==> src/rtl/sort_host.sv <==
`timescale 1ns/1ps
`default_nettype none
// +------------------------------------------------------------------------------+
// | sort_host: host-side driver that loads, sorts and drains the bubble sorter.  |
// | Revision: 1.0                                                                |
// +------------------------------------------------------------------------------+
module sort_host #(
  parameter int word_size = 4,
  parameter int N         = 8,
  parameter int AW        = 3,
  parameter int RD_LAT    = 1,
  parameter int TIMEOUT   = 255
) (
  input  logic                 clk,
  input  logic                 rst,
  input  logic                 start,
  input  logic                 wr_en,
  input  logic [AW-1:0]        wr_addr,
  input  logic [word_size-1:0] wr_data,
  input  logic [AW-1:0]        rd_addr,
  output logic [word_size-1:0] rd_data,
  output logic                 host_busy,
  output logic                 done,
  output logic                 err_order,
  output logic                 err_timeout,
  output logic                 Load,
  output logic                 Sort,
  output logic                 Send,
  output logic [word_size-1:0] Data_in,
  input  logic                 Ready,
  input  logic                 Busy,
  input  logic                 Waiting,
  input  logic [word_size-1:0] Data_out
);

  typedef enum logic [3:0] {
    S_IDLE, S_WAIT_RDY, S_LOAD, S_SORT, S_WAIT_SORT, S_SEND, S_DRAIN, S_DONE, S_ERR
  } state_t;

  localparam logic [AW-1:0] c_last    = AW'(N - 1);
  localparam logic [8:0]    c_tmo_lim = 9'(TIMEOUT);

  state_t               state_q, state_d;
  logic [AW-1:0]        idx_q, idx_d, cap_q, cap_d;
  logic [7:0]           tmo_q, tmo_d;
  logic [RD_LAT-1:0]    strb_q, strb_d;
  logic [word_size-1:0] prev_q, prev_d, din_q, din_d;
  logic                 load_q, load_d, sort_q, sort_d, send_q, send_d;
  logic                 done_q, done_d, eo_q, eo_d, et_q, et_d;
  logic [word_size-1:0] src_q [N];
  logic [word_size-1:0] res_q [N];

  logic                 w_busy, w_cap, w_unused_busy;
  logic [RD_LAT:0]      w_strb_shift;
  logic [8:0]           w_tmo_inc;
  logic [AW-1:0]        w_idx_nxt;

  // The sorter's Busy is informational only; progress is gated on Waiting.
  assign w_unused_busy = Busy;

  assign w_busy       = !(state_q inside {S_IDLE, S_DONE, S_ERR});
  assign w_cap        = strb_q[RD_LAT-1] && (state_q == S_SEND || state_q == S_DRAIN);
  assign w_strb_shift = {strb_q, send_q};
  assign w_tmo_inc    = {1'b0, tmo_q} + 9'd1;
  assign w_idx_nxt    = idx_q + AW'(1);

  always_comb begin
    state_d = state_q;
    idx_d   = idx_q;
    cap_d   = cap_q;
    tmo_d   = tmo_q;
    strb_d  = w_strb_shift[RD_LAT-1:0];
    prev_d  = prev_q;
    din_d   = '0;
    load_d  = 1'b0;
    sort_d  = 1'b0;
    send_d  = 1'b0;
    done_d  = done_q;
    eo_d    = eo_q;
    et_d    = et_q;

    if (w_cap) begin
      prev_d = Data_out;
      if (cap_q != '0 && Data_out < prev_q) eo_d = 1'b1;
      if (cap_q != c_last) cap_d = cap_q + AW'(1);
    end

    case (state_q)
      S_IDLE, S_DONE, S_ERR: begin
        if (start) begin
          state_d = S_WAIT_RDY;
          tmo_d   = '0;
          done_d  = 1'b0;
          eo_d    = 1'b0;
          et_d    = 1'b0;
        end
      end
      S_WAIT_RDY: begin
        if (Ready) begin
          state_d = S_LOAD;
          idx_d   = '0;
          load_d  = 1'b1;
          din_d   = src_q[0];
        end else begin
          if (tmo_q != 8'hFF) tmo_d = w_tmo_inc[7:0];
          if (w_tmo_inc >= c_tmo_lim) begin
            state_d = S_ERR;
            et_d    = 1'b1;
          end
        end
      end
      S_LOAD: begin
        if (idx_q == c_last) begin
          state_d = S_SORT;
          sort_d  = 1'b1;
        end else begin
          idx_d  = w_idx_nxt;
          load_d = 1'b1;
          din_d  = src_q[w_idx_nxt];
        end
      end
      S_SORT: begin
        state_d = S_WAIT_SORT;
        tmo_d   = '0;
      end
      S_WAIT_SORT: begin
        if (Waiting) begin
          state_d = S_SEND;
          idx_d   = '0;
          cap_d   = '0;
          send_d  = 1'b1;
        end else begin
          if (tmo_q != 8'hFF) tmo_d = w_tmo_inc[7:0];
          if (w_tmo_inc >= c_tmo_lim) begin
            state_d = S_ERR;
            et_d    = 1'b1;
          end
        end
      end
      S_SEND: begin
        if (idx_q == c_last) begin
          state_d = S_DRAIN;
        end else begin
          idx_d  = w_idx_nxt;
          send_d = 1'b1;
        end
      end
      S_DRAIN: begin
        // The final word arrives RD_LAT cycles after the last Send cycle.
        if (w_cap && cap_q == c_last) begin
          state_d = S_DONE;
          done_d  = 1'b1;
        end
      end
      default: state_d = S_IDLE;
    endcase
  end

  always_ff @(posedge clk) begin
    if (rst) begin
      state_q <= S_IDLE;
      idx_q   <= '0;
      cap_q   <= '0;
      tmo_q   <= '0;
      strb_q  <= '0;
      prev_q  <= '0;
      din_q   <= '0;
      load_q  <= 1'b0;
      sort_q  <= 1'b0;
      send_q  <= 1'b0;
      done_q  <= 1'b0;
      eo_q    <= 1'b0;
      et_q    <= 1'b0;
    end else begin
      state_q <= state_d;
      idx_q   <= idx_d;
      cap_q   <= cap_d;
      tmo_q   <= tmo_d;
      strb_q  <= strb_d;
      prev_q  <= prev_d;
      din_q   <= din_d;
      load_q  <= load_d;
      sort_q  <= sort_d;
      send_q  <= send_d;
      done_q  <= done_d;
      eo_q    <= eo_d;
      et_q    <= et_d;
    end
  end

  // Buffers carry no reset so a job can be rerun after rst without rewriting src.
  always_ff @(posedge clk) begin
    if (wr_en && !w_busy) src_q[wr_addr] <= wr_data;
    if (w_cap) res_q[cap_q] <= Data_out;
  end

  assign rd_data     = res_q[rd_addr];
  assign host_busy   = w_busy;
  assign done        = done_q;
  assign err_order   = eo_q;
  assign err_timeout = et_q;
  assign Load        = load_q;
  assign Sort        = sort_q;
  assign Send        = send_q;
  assign Data_in     = din_q;

endmodule
`default_nettype wire

==> config.mk <==
export PLATFORM = sky130hd
export DESIGN_NAME = sort_host
export DESIGN_NICKNAME = d
export VERILOG_FILES = /design/src/rtl/sort_host.sv
export SDC_FILE = /design/constraint.sdc
export NUM_CORES = 1
export LEC_CHECK = 0
export ABC_CLOCK_PERIOD_IN_PS = 2600
export CAP_MARGIN = 20
export CORE_MARGIN = 3
export CORE_UTILIZATION = 43
export CTS_CLUSTER_DIAMETER = 60
export DETAILED_ROUTE_END_ITERATION = 6
export PLACE_DENSITY_LB_ADDON = 0.3
export SETUP_SLACK_MARGIN = 0.05
export SLEW_MARGIN = 20
export SYNTH_ARGS = -nofsm -noshare
export SYNTH_HDL_FRONTEND = slang
export SYNTH_SLANG_ARGS = --single-unit
==> constraint.sdc <==
create_clock -name clk -period 2.6 [get_ports clk]
set_clock_uncertainty 0.1 [all_clocks]
set_input_delay 0.52 -clock clk [delete_from_list [all_inputs] [get_ports clk]]
set_output_delay 0.52 -clock clk [all_outputs]
set_load 0.03 [all_outputs]
==> results of run 1 <==
final cells by class:
| cell class | instances | area [µm²] |
|---|---|---|
| Fill cell | 846 | 4690 |
| Sequential cell | 97 | 2580 |
| Multi-Input combinational cell | 239 | 1750 |
| Timing Repair Buffer | 57 | 510 |
| Tap cell | 133 | 166 |
| Clock buffer | 9 | 124 |
| Clock inverter | 7 | 95.1 |
| Inverter | 10 | 37.5 |
per-layer routing:
metal | share of wire (%) | GRT usage, %
met2 | 50 | 27.6
met3 | 4.2 | 2.75
met4 | 1.6 | 5.95
met1 | 45 | 21.9
met5 | 0 | 0
synthesized netlist by cell type (2+ instances only):
library cell and number:
clkbuf_1 6, nand2b_1 8, o21ai_0 12, nand2_1 32
a21oi_1 29, a21o_1 2, buf_6 2, a31oi_1 2
mux2_2 4, mux4_2 16, nor2b_1 6, and3_1 4
mux2i_1 6, nor4b_1 2, nand3_1 12, edfxtp_1 64
nor3_1 7, xnor2_1 2, nor4_1 2, or3_1 3
buf_4 2, xor2_1 3, buf_2 8, a22oi_1 3
o31ai_1 2, and2_1 2, dfxtp_1 33, nand3b_1 3
o22ai_1 2, ha_1 9, a211oi_1 4, nor2_1 35
inv_1 10
sequential cells by signal (all words and copies together), names as in the netlist:
signal and count:
err_order 1, tmo_q 8, Sort 1, idx_q 3, err_timeout 1, Send 1, cap_q 3, Data_in 4
prev_q 4, strb_q 1, state_q 4, src_q 32, res_q 32, done 1, Load 1
worst max-delay path by stage:
stage,start,slack [ns],to,cells past startpoint
floorplan,rd_addr[0],0.37,rd_data[0],3
global placement,rd_addr[0],-0.54,rd_data[3],5
detailed placement,rd_addr[0],-0.57,rd_data[0],5
CTS,rd_addr[1],0.08,rd_data[0],5
global route,rd_addr[1],0.04,rd_data[3],5
finish,rd_addr[1],0.11,rd_data[0],5
cell usage in the layout, fill, tap and decap left out, types with 6 or more instances in the layout:
master / count
inv_1: 10
o21ai_0: 12
nand2_1: 32
a21oi_1: 29
nor2_1: 35
buf_4: 22
ha_1: 9
nand2b_1: 8
clkdlybuf4s50_1: 29
nand3_1: 12
nor3_1: 7
nor2b_1: 6
edfxtp_1: 64
dfxtp_1: 33
mux2i_1: 6
clkbuf_8: 9
mux4_2: 16
power breakdown:
| part | switching, mW | internal, mW | total, mW |
|---|---|---|---|
| Combinational | 0.558 | 0.401 | 0.959 |
| Sequential | 0.0296 | 1.70 | 1.73 |
| Clock | 0.569 | 0.475 | 1.04 |
| Total | 1.16 | 2.57 | 3.73 |
worst register-to-register path: stages, from the launching register on:
cell,delay [ns]
dfxtp_1,0.40
buf_4,0.27
xor2_1,0.30
nand3_2,0.14
nor3_1,0.54
kinds of logic after synthesis:
family | count (synthesis)
multiplexers | 26
XOR/XNOR | 5
flip-flops | 97
AND/OR/NAND/NOR | 128
adder cells (fa/ha/maj) | 9
AO/OA/AOI/OAI | 71
buffers and inverters | 28
repair_timing:
item                       in CTS  in global routing
hold buffers                    0                  0
gates resized for setup        22                  1
setup endpoints to repair       4                  4
metrics by stage:
step	area, µm²	setup TNS, ns	std cells	hold slack, ns	total power, mW
floorplan	4470	0	364	0.336	2.43
global placement	5060	-2.16	536	0.344	2.71
detailed placement	5060	-2.23	536	0.348	2.72
CTS	5260	0	552	0.367	3.75
global route	5270	0	552	0.392	3.91
finish	5270	0	552	0.364	3.73
==> impl_metrics.tcl, run 1 <==
set metrics [dict create \
    status "completed" \
    drc 0 \
    synth_area_mm2 0.00447 \
    numPortBuffers 34 \
    crit_chain "clkdlybuf4s50_1, buf_6, mux4_2, mux2_2, buf_4" \
    first_global_vias 2928 \
    reg2reg_to "res_q[5][1]$_DFFE_PP_" \
    h-tree-depth 3 \
    syn-num-nets 394 \
    cp_num_buf_inv 3 \
    fp.dieH_um 108 \
    max_slew_margin_pct 51.9 \
    synthDistinctLibCells 60 \
    crit-reg2reg-launch "state_q[1]$_SDFFE_PP0P_" \
    area_growth_pct 17.8 \
    critPathMaxStageDelay_ns 0.48 \
    synthMuxAreaShare_pct 10.4 \
    start_kind "input port" \
    setup_ws_ns 0.108 \
    hpwl_um 6440 \
    overflow 0 \
    synth.ff_latch_count 97 \
    cp_slowest_cell "clkdlybuf4s50_1" \
    start_util_pct 44.9 \
    antenna_found_initial 0 \
    hold_start "prev_q[1]$_SDFFE_PP0P_" \
    dp_slack_ns -0.572 \
    worstSkewPairLatency_ns 0.36 \
    rrSetupSlack_ns 0.49 \
    path_class "in2out" \
    synth-main-ff-cell "edfxtp_1" \
    die_width_um 108 \
    min_to "prev_q[1]$_SDFFE_PP0P_" \
    clock_sinks 97 \
    gr-usage-all-layers_pct 16.5 \
    worst_slew_pin_slew_ns 0.720 \
    core-area_mm2 0.00995 \
    synth-edff-count 64 \
    viasPerCell 5.45 \
    numCtsBuffers 9 \
    place_congestion 0.856 \
    slew_viol_final 0 \
    die_area_mm2 0.0117 \
    fmax_mhz 401 \
    synth_xor_area_share_pct 0.980 \
    cts-root-buf "clkbuf_8" \
    layout-drive-gt1-share_pct 17.4 \
    yosys.area_share.simple_pct 15.0 \
    min_period_ns 2.49 \
    p_per_area_mw_per_mm2 708 \
    ys_seq_area_share_pct 57.8 \
    ios 36 \
    nNetsFinal 444 \
    leakagePower_nw 1.77 \
    wl_per_cell_um 16.2 \
    maxCapViolations 0 \
    cts_tree "built" \
    grt_max_degree 23 \
    holdPathStages 2 \
    min_period_over_period_pct 95.8 \
    first_pass_iters 4 \
    synth_area_leaders "edfxtp_1 43%, dfxtp_1 15%, mux4_2 8.1%" \
    yosysTopAreaCellShare_pct 43.0 \
    critPathMaxFanout 8 \
    final-setup-viol-count 0 \
    synthAdderAreaFrac_pct 2.52 \
    syn_inst 364 \
    synth_top_family_by_area "simple AND/OR/NAND/NOR gates" \
    synth_warnings 0 \
    worstPathArrival_ns 1.87 \
    syn_avg_cell_area_um2 12.3 \
    post-route-util_pct 52.9 \
    rsz0062_at_grt "false" \
    yosysTopAreaCell "edfxtp_1" \
    grt_pass1_wl_um 14800 \
    routed_wl_um 8940 \
    rows 36 \
    vdd_ir_drop_max_mv 0.571 \
    antenna_cells 0 \
    drtIter0Drc 104 \
    path_clk_slew_ns 0.09 \
    hold_path.class "reg2reg" \
    clockBufferDepth 2 \
    async_flop_share_pct 0 \
    postRouteAntennaNets 0 \
    vias 3011 \
    path_delay_family "buffers and inverters" \
    end_kind "output pin" \
    reg2reg_depth 4 \
    required_ns 1.98 \
    synth-compound-area-share_pct 10.2 \
    cts_setup_buffers 0 \
    finalHoldViolCount 0 \
]
(Power assumes the default switching activity.)
==> run 2, diff against run 1 <==
--- a/config.mk
+++ b/config.mk
@@ -10,6 +10,7 @@
 export CORE_MARGIN = 3
 export CORE_UTILIZATION = 43
 export CTS_CLUSTER_DIAMETER = 60
+export CTS_CLUSTER_SIZE = 40
 export DETAILED_ROUTE_END_ITERATION = 6
 export PLACE_DENSITY_LB_ADDON = 0.3
 export SETUP_SLACK_MARGIN = 0.05
==> results of run 2 <==
Final layout, timing and power as in run 1 (identical DEF).
